===== src/rtl/player_motion.sv =====
// Player sprite motion: debounced buttons, frame-rate stepping, collision-checked commits
// and room transitions when the sprite crosses a screen edge.
module player_motion #(
    parameter int unsigned STEP_DIV   = 416667,
    parameter int unsigned STEP_PX    = 4,
    parameter int unsigned DEB_CYCLES = 250000,
    parameter int unsigned SETTLE     = 2,
    parameter int unsigned MAP_W      = 3,
    parameter int unsigned MAP_H      = 3,
    parameter int unsigned X_MIN      = 97,
    parameter int unsigned X_MAX      = 720,
    parameter int unsigned Y_MIN      = 3,
    parameter int unsigned Y_MAX      = 466,
    parameter int unsigned X_START    = 408,
    parameter int unsigned Y_START    = 234,
    parameter int unsigned MX_START   = 1,
    parameter int unsigned MY_START   = 1
) (
    input  logic       CLOCK_25,
    input  logic       reset,
    input  logic       btn_up,
    input  logic       btn_down,
    input  logic       btn_left,
    input  logic       btn_right,
    input  logic       collision,
    output logic [9:0] x_pos_out,
    output logic [9:0] y_pos_out,
    output logic [2:0] mapa_pos_x_out,
    output logic [2:0] mapa_pos_y_out,
    output logic       busy
);
    localparam int unsigned TW = (STEP_DIV > 1) ? $clog2(STEP_DIV) : 1;
    localparam int unsigned DW = $clog2(DEB_CYCLES + 1);
    localparam int unsigned SW = $clog2(SETTLE + 1);

    typedef enum logic [1:0] {StIdle, StWait, StCheck} state_t;

    // Button vectors are ordered {up, down, left, right}.
    logic [3:0]    sync1_q, sync2_q, db_q;
    logic [DW-1:0] deb_cnt_q [4];
    logic [TW-1:0] tick_cnt_q;
    logic          tick;

    state_t        state_q, state_d;
    logic [SW-1:0] settle_q, settle_d;
    logic [9:0]    x_q, x_d, y_q, y_d, sav_x_q, sav_x_d, sav_y_q, sav_y_d;
    logic [2:0]    mx_q, mx_d, my_q, my_d, sav_mx_q, sav_mx_d, sav_my_q, sav_my_d;
    logic          busy_q, busy_d;
    logic [9:0]    prop_x, prop_y;
    logic [2:0]    prop_mx, prop_my;
    logic [10:0]   x_w, y_w;

    always_ff @(posedge CLOCK_25) begin
        if (reset) begin
            sync1_q <= '0;
            sync2_q <= '0;
            db_q    <= '0;
            for (int i = 0; i < 4; i++) deb_cnt_q[i] <= '0;
        end else begin
            sync1_q <= {btn_up, btn_down, btn_left, btn_right};
            sync2_q <= sync1_q;
            for (int i = 0; i < 4; i++) begin
                if (sync2_q[i] == db_q[i]) begin
                    deb_cnt_q[i] <= '0;
                end else if (deb_cnt_q[i] == DW'(DEB_CYCLES - 1)) begin
                    db_q[i]      <= sync2_q[i];
                    deb_cnt_q[i] <= '0;
                end else begin
                    deb_cnt_q[i] <= deb_cnt_q[i] + 1'b1;
                end
            end
        end
    end

    assign tick = (tick_cnt_q == TW'(STEP_DIV - 1));

    always_ff @(posedge CLOCK_25) begin
        if (reset || tick) tick_cnt_q <= '0;
        else               tick_cnt_q <= tick_cnt_q + 1'b1;
    end

    // Edge checks are done 11 bits wide so x - STEP_PX cannot wrap below zero.
    always_comb begin
        prop_x  = x_q;
        prop_y  = y_q;
        prop_mx = mx_q;
        prop_my = my_q;
        x_w     = {1'b0, x_q};
        y_w     = {1'b0, y_q};
        if (db_q[3]) begin
            if (y_w < 11'(Y_MIN + STEP_PX)) begin
                if (my_q != 3'd0) begin
                    prop_my = my_q - 3'd1;
                    prop_y  = 10'(Y_MAX);
                end else begin
                    prop_y  = 10'(Y_MIN);
                end
            end else begin
                prop_y = y_q - 10'(STEP_PX);
            end
        end else if (db_q[2]) begin
            if (y_w + 11'(STEP_PX) > 11'(Y_MAX)) begin
                if (my_q < 3'(MAP_H - 1)) begin
                    prop_my = my_q + 3'd1;
                    prop_y  = 10'(Y_MIN);
                end else begin
                    prop_y  = 10'(Y_MAX);
                end
            end else begin
                prop_y = y_q + 10'(STEP_PX);
            end
        end else if (db_q[1]) begin
            if (x_w < 11'(X_MIN + STEP_PX)) begin
                if (mx_q != 3'd0) begin
                    prop_mx = mx_q - 3'd1;
                    prop_x  = 10'(X_MAX);
                end else begin
                    prop_x  = 10'(X_MIN);
                end
            end else begin
                prop_x = x_q - 10'(STEP_PX);
            end
        end else if (db_q[0]) begin
            if (x_w + 11'(STEP_PX) > 11'(X_MAX)) begin
                if (mx_q < 3'(MAP_W - 1)) begin
                    prop_mx = mx_q + 3'd1;
                    prop_x  = 10'(X_MIN);
                end else begin
                    prop_x  = 10'(X_MAX);
                end
            end else begin
                prop_x = x_q + 10'(STEP_PX);
            end
        end
    end

    always_comb begin
        state_d  = state_q;
        settle_d = settle_q;
        x_d      = x_q;
        y_d      = y_q;
        mx_d     = mx_q;
        my_d     = my_q;
        sav_x_d  = sav_x_q;
        sav_y_d  = sav_y_q;
        sav_mx_d = sav_mx_q;
        sav_my_d = sav_my_q;
        busy_d   = busy_q;
        unique case (state_q)
            StIdle: begin
                if (tick && (db_q != 4'd0)) begin
                    sav_x_d  = x_q;
                    sav_y_d  = y_q;
                    sav_mx_d = mx_q;
                    sav_my_d = my_q;
                    x_d      = prop_x;
                    y_d      = prop_y;
                    mx_d     = prop_mx;
                    my_d     = prop_my;
                    busy_d   = 1'b1;
                    settle_d = '0;
                    state_d  = StWait;
                end
            end
            // Gives the renderer time to look up the tile under the proposed position.
            StWait: begin
                if (settle_q == SW'(SETTLE - 1)) state_d  = StCheck;
                else                             settle_d = settle_q + 1'b1;
            end
            StCheck: begin
                if (collision) begin
                    x_d  = sav_x_q;
                    y_d  = sav_y_q;
                    mx_d = sav_mx_q;
                    my_d = sav_my_q;
                end
                busy_d  = 1'b0;
                state_d = StIdle;
            end
            default: state_d = StIdle;
        endcase
    end

    always_ff @(posedge CLOCK_25) begin
        if (reset) begin
            state_q  <= StIdle;
            settle_q <= '0;
            x_q      <= 10'(X_START);
            y_q      <= 10'(Y_START);
            mx_q     <= 3'(MX_START);
            my_q     <= 3'(MY_START);
            sav_x_q  <= '0;
            sav_y_q  <= '0;
            sav_mx_q <= '0;
            sav_my_q <= '0;
            busy_q   <= 1'b0;
        end else begin
            state_q  <= state_d;
            settle_q <= settle_d;
            x_q      <= x_d;
            y_q      <= y_d;
            mx_q     <= mx_d;
            my_q     <= my_d;
            sav_x_q  <= sav_x_d;
            sav_y_q  <= sav_y_d;
            sav_mx_q <= sav_mx_d;
            sav_my_q <= sav_my_d;
            busy_q   <= busy_d;
        end
    end

    assign x_pos_out      = x_q;
    assign y_pos_out      = y_q;
    assign mapa_pos_x_out = mx_q;
    assign mapa_pos_y_out = my_q;
    assign busy           = busy_q;

endmodule


===== config.mk =====
export PLATFORM = sky130hd
export DESIGN_NAME = player_motion
export DESIGN_NICKNAME = d
export VERILOG_FILES = /design/src/rtl/player_motion.sv
export SDC_FILE = /design/constraint.sdc
export NUM_CORES = 1
export LEC_CHECK = 0
export CAP_MARGIN = 10
export CORE_ASPECT_RATIO = 1.4
export CORE_MARGIN = 2
export CORE_UTILIZATION = 45
export CTS_CLUSTER_SIZE = 10
export DETAILED_ROUTE_END_ITERATION = 8
export GPL_ROUTABILITY_DRIVEN = 0
export PLACE_DENSITY = 0.7
export SYNTH_ARGS = -nofsm -noshare
export SYNTH_HDL_FRONTEND = slang
export SYNTH_SLANG_ARGS = --single-unit

===== constraint.sdc =====
create_clock -name CLOCK_25 -period 8.1 [get_ports CLOCK_25]
set_clock_uncertainty 0.15 [all_clocks]
set_input_delay 1.215 -clock CLOCK_25 [delete_from_list [all_inputs] [get_ports CLOCK_25]]
set_output_delay 1.215 -clock CLOCK_25 [all_outputs]
set_load 0.1 [all_outputs]

======== Word level (Yosys, flattened, before mapping) ========
Memories as Yosys holds them, arrays and structs flattened.
Index checks and enable logic that the tools add are counted.
storage, ports and cells
  flip-flop bits (word level) ............. 88
  memory bits (writable) .................. 72
  input bits .............................. 7
  output and inout port bits .............. 27
  memories kept ........................... 1
memories
  memory     words  bits a word  rd ports  clocked after Yosys merged registers in  wr ports  RTL line  text
  deb_cnt_q  4      18           4         0                                        4         40        logic [DW-1:0] deb_cnt_q [4];
cells by class
  $add $sub $neg .......................... 16
  $lt $le $gt $ge ......................... 6
  equal/unequal tests ..................... 28
  muxes and demuxes ....................... 106
  bitwise gates (word level) .............. 16
  reduce and logical (&&, ||, !) cells .... 20
operator list
  cell                   number
  $mux 18                12
  $mux 10                16
  $add 18x1->18 const B  4
  $eq 18x18->1 const B   4
  $mux 3                 18
  $mux 1                 47
  $pmux 10 s2            2
  $ne 3x3->1 const B     10
  $add 10x3->11 const B  2
  $add 10x3->10 const B  2
  $sub 10x3->10 const B  2
  $add 19x1->19 const B  1
  $eq 19x19->1 const B   1
  $mux 9                 2
  $reduce_and 2->1       7
  $ne 2x2->1 const B     6
  $or 1x1->1             12
  $pmux 3 s2             2
  $gt 11x10->1 const B   1
  $gt 11x9->1 const B    1
  $lt 10x3->1 const B    1
  $lt 10x7->1 const B    1
  $reduce_and 10->1      1
  $mux 2                 4
  other kinds (20)       33

======== Logic depth before layout (Yosys ltp) ========
  depth after elaboration ................. 9
  gate-level depth with buffers ........... 10
  gate-level depth less buffers ........... 9

======== Least setup slack after synthesis ========
Ideal clock, no wire load.
  path kind ............................... register to register
  start point ............................. reg y_q[2] (netlist: y_pos_out[2])
  end point ............................... reg y_q[7] (netlist: y_pos_out[7])
  library setup time ...................... 0.127 ns
  arrival ................................. 3.160 ns
  setup slack ............................. 4.663 ns
  cell stages (with the launch flop) ...... 10
  path buffers ............................ 1
  clock period less this slack ............ 3.437 ns
  cell sequence ........................... dfxtp_1 ha_1 clkbuf_1 a21oi_1 o211a_1 o311ai_0 a311oi_2 a221o_1 a2111oi_2 nor3_1
between the ends
  cells in the longest elaborated chain, start to end .. 7
  elaborated cells between the ends (all ways) .. 11
RTL lines
  item                      RTL line  text
  start: declaration        46        logic [9:0] x_q, x_d, y_q, y_d, sav_x_q, sav_x_d, sav_y_q, sav_y_d;
  start signal: assignment  189       y_q <= 10'(Y_START);
  start signal: assignment  201       y_q <= y_d;
  $add 10x3->11             102       if (y_w + 11'(STEP_PX) > 11'(Y_MAX)) begin
  $gt 11x9->1               102
  $mux 10                   102
  $mux 10                   101       end else if (db_q[2]) begin
  $mux 10 (*)               90        if (db_q[3]) begin
  $mux 10 (*)               151       if (tick && (db_q != 4'd0)) begin
  $pmux 10 s2 (*)           149       unique case (state_q)
Every way passes the cells marked *; elsewhere a longest branch is shown, timed or not. The select of a mux whose other input is x is not followed.
A chain may end at the register's enable or synchronous reset.

======== Worst setup path after layout ========
  start point ............................. reg x_q[6] (netlist: x_pos_out[6])
  end point ............................... out x_pos_out[6]
RTL lines
  item                      RTL line  text
  start: declaration        46
  start signal: assignment  188       x_q <= 10'(X_START);
  end: declaration          26        output logic [9:0] x_pos_out,
No word-level cell between the ends.

==> summary.txt <==
=====================================================================================
Result of the run                                                        finished clean
Inst Count DP                                                                    1275
Worst vdd rail ir drop                                                     0.000123 V
CP Data Required Time                                                         6.73 ns
Reg-to-reg setup timing slack                                                 4.94 ns
CP arrival                                                                    2.40 ns
Setup slack after layout                                                      4.34 ns
End of the worst register-to-register path                               y_pos_out[7]
Ports                                                                              34
Launching element of the worst setup path                                x_pos_out[6]
Total power                                                                 0.00172 W
Power per Cell Area                                                        175 mW/mm2
Detailed-route wire length                                                    18.9 mm
Most frequent standard cell in the layout excluding fill and tap cells         nor2_1
Kind of capture point of the worst setup path                             output port
Netlist cell types                                                                 72
Post-layout min period                                                        3.76 ns
Transition time at the pin with the least slew margin                         1.05 ns
WS Path Type                                                             flip-flop to output port
Number of nets in the finished design                                            1073
Max Root-Sink Buffers                                                               2
Count of fill cells added during filler insertion                                1723
R2r worst-path depth                                                                8
Total clock buffers created by CTS                                                 17
Dpl ws                                                                        4.81 ns
Row cnt                                                                            59
Initial detailed-routing violation count                                          435
Count of port buffers added during placement                                       33
Clock Latency Late Sink                                                       0.43 ns
Worst rel slew slack                                                            0.301
Slew Limit Fails                                                                    0
Standard cell with the maximum stage delay on the critical path          clkdlybuf4s50_1
Fraction of final layout cells sized beyond drive strength 1                   0.0508
Worst hold path startpoint                                                 sync1_q[0]
Post-DRT Antenna Nets                                                               0
Number of buffer and inverter stages on the critical path                           1
Synth-to-Final Area Change                                                      14.6%
Pin count of the biggest net entering global routing                               51
Inserted Diodes                                                                     0
Post-route insts no fill                                                         1307
Gates resized, CTS repair                                                           0
Final period utilization                                                        0.464
Die area                                                                   0.0202 mm2
Global routing usage summed across all routing layers                           0.195
Number of sinks handled by clock tree synthesis                                   160
Cell-by-cell listing of the critical path                                clkdlybuf4s50_1
Hold Crit Depth                                                                     1
CTS tree                                                                        built
Worst Hold End                                                             sync2_q[0]
Commonest non-fill, non-tap cells in the layout                          nor2_1 (145), nand2_1 (117), dfxtp_1 (88)
Sequential cell area fraction in the yosys report                               0.457
FMAX                                                                        0.266 GHz
Final Hold Vio Count                                                                0
Maximum fanout along the worst path                                                16
Via count of the first global-routing pass                                       6805
Total DRC errors in the routed layout                                               0
Clock transition at the registers of the reported paths                       0.06 ns
Average instance area after synthesis                                        8.78 um2
Post-cts hold buffer count                                                          0
Worst path top cell family by delay                                      buffers and inverters
Clock root buffer                                                           clkbuf_16
Post-CTS Setup Inserts                                                              0
GR Overflow Total                                                                   0
Area inside the core boundary                                              0.0187 mm2
H-tree depth                                                                        4
Flop and latch count out of synthesis                                             160
First-pass GRT wire length                                                    31.8 mm
Leakage Power                                                                 3.41 nW
Setup repair after global routing missed its margin                             false
Initial cell density of the core                                                0.460
Final HPWL from detailed placement                                            13.0 mm
Number of instances in the synthesized netlist                                    978
Horizontal extent of the die                                                   121 um
Worst Hold Class                                                         flip-flop to flip-flop
Initial antenna violation count                                                     0
Max incr delay on CP                                                          1.28 ns
Combined area of all synthesized cells                                    0.00859 mm2
Vias per cell                                                                    5.35
Synth warnings                                                                      0
Pre-Repair DR Iteration Count                                                       5
Total Neg Setup Slack                                                            0 ns
Final setup violation count                                                         0
EDFF count, synth                                                                  72
Worst r2r src                                                            y_pos_out[2]
WL per Instance                                                               14.5 um
Asr flop ratio synth                                                                0
DR vias                                                                          6997
DIE HEIGHT                                                                     167 um
Worst setup SP type                                                         flip-flop
Prevailing post-synth register cell                                           dfxtp_1
Max-capacitance violation count                                                     0
=====================================================================================
[Yosys cell counts (all sizes together), types with 5 or more instances]
cell type	count	area, um2
nor3	24	120
a31oi	7	43.8
xnor2	50	438
nand4	17	106
clkbuf	46	175
inv	26	97.6
nor4	10	62.6
mux2i	7	70.1
edfxtp	72	2160
a21o	6	45.0
buf	9	58.8
a21oi	64	320
and4	8	70.1
nand2b	5	31.3
ha	14	175
o21ai	37	185
and3	15	93.8
nand3	57	285
xor2	46	403
or3	17	111
nand2	117	439
dfxtp	88	1760
nor2b	10	62.6
nor2	146	548
[cell families (layout without fill, tap and decap cells)]
kind of cell,after synthesis,count (layout),share of synthesized area
mux,10,10,0.0121
compound gates,166,166,0.124
fa+ha+maj,16,16,0.0251
other cells,1,72,0.000437
flops,160,160,0.457
simple gates,448,448,0.245
xor+xnor,96,96,0.0979
buf+inv,81,95,0.0386
[flip-flops by register name (all words and copies together), names as in the netlist]
register	cells
deb_cnt_q	72
tick_cnt_q	19
sav_x_q	10
sav_y_q	10
x_pos_out	10
y_pos_out	10
db_q	4
sync1_q	4
sync2_q	4
mapa_pos_x_out	3
mapa_pos_y_out	3
sav_mx_q	3
sav_my_q	3
settle_q	2
state_q	2
busy	1
[area by class of cell]
cell class | count | area, um2 | share of cell area
repair buffers | 37 | 355 | 0.0361
inverters | 26 | 97.6 | 0.00991
flip-flops and latches | 160 | 3920 | 0.399
clock buffers | 17 | 425 | 0.0432
well taps | 244 | 305 | 0.0310
clock inverters | 15 | 135 | 0.0137
multi-input cells | 808 | 4600 | 0.467
[report_power, final]
| part | internal (W) | switching [W] | total, W |
|---|---|---|---|
| clock network | 0.000426 | 0.000339 | 0.000765 |
| logic | 0.0000254 | 0.0000485 | 0.0000739 |
| registers | 0.000863 | 0.0000219 | 0.000885 |
[worst max path at each step]
stage / to / slack [ns] / cells after the start
final: x_pos_out[6] / 4.34 / 1
after global routing: x_pos_out[6] / 4.28 / 1
after CTS: x_pos_out[6] / 4.34 / 1
after detailed placement: deb_cnt_q[1][9] / 4.81 / 4
after global placement: x_pos_out[6] / 4.81 / 1
after floorplan: y_pos_out[7] / 4.66 / 9
[metal layers]
metal / wire length (um) / GRT usage / vias to the layer above / share of wire
met4: 466 / 0.0880 / 0 / 0.025
met3: 726 / 0.0409 / 35 / 0.038
met2: 9680 / 0.339 / 163 / 0.51
met1: 8050 / 0.230 / 3278 / 0.43
met5: 0 / 0 / - / 0
li1: - / - / 3521 / -
[metrics by stage]
stage	utilization	instance area, um2	hold slack (ns)
global placement	0.497	9280	0.267
CTS	0.527	9840	0.290
finish	0.527	9840	0.285
floorplan	-	8850	0.264
global route	0.527	9840	0.309
detailed placement	0.497	9280	0.280
Power figures use the tool's default switching activity.
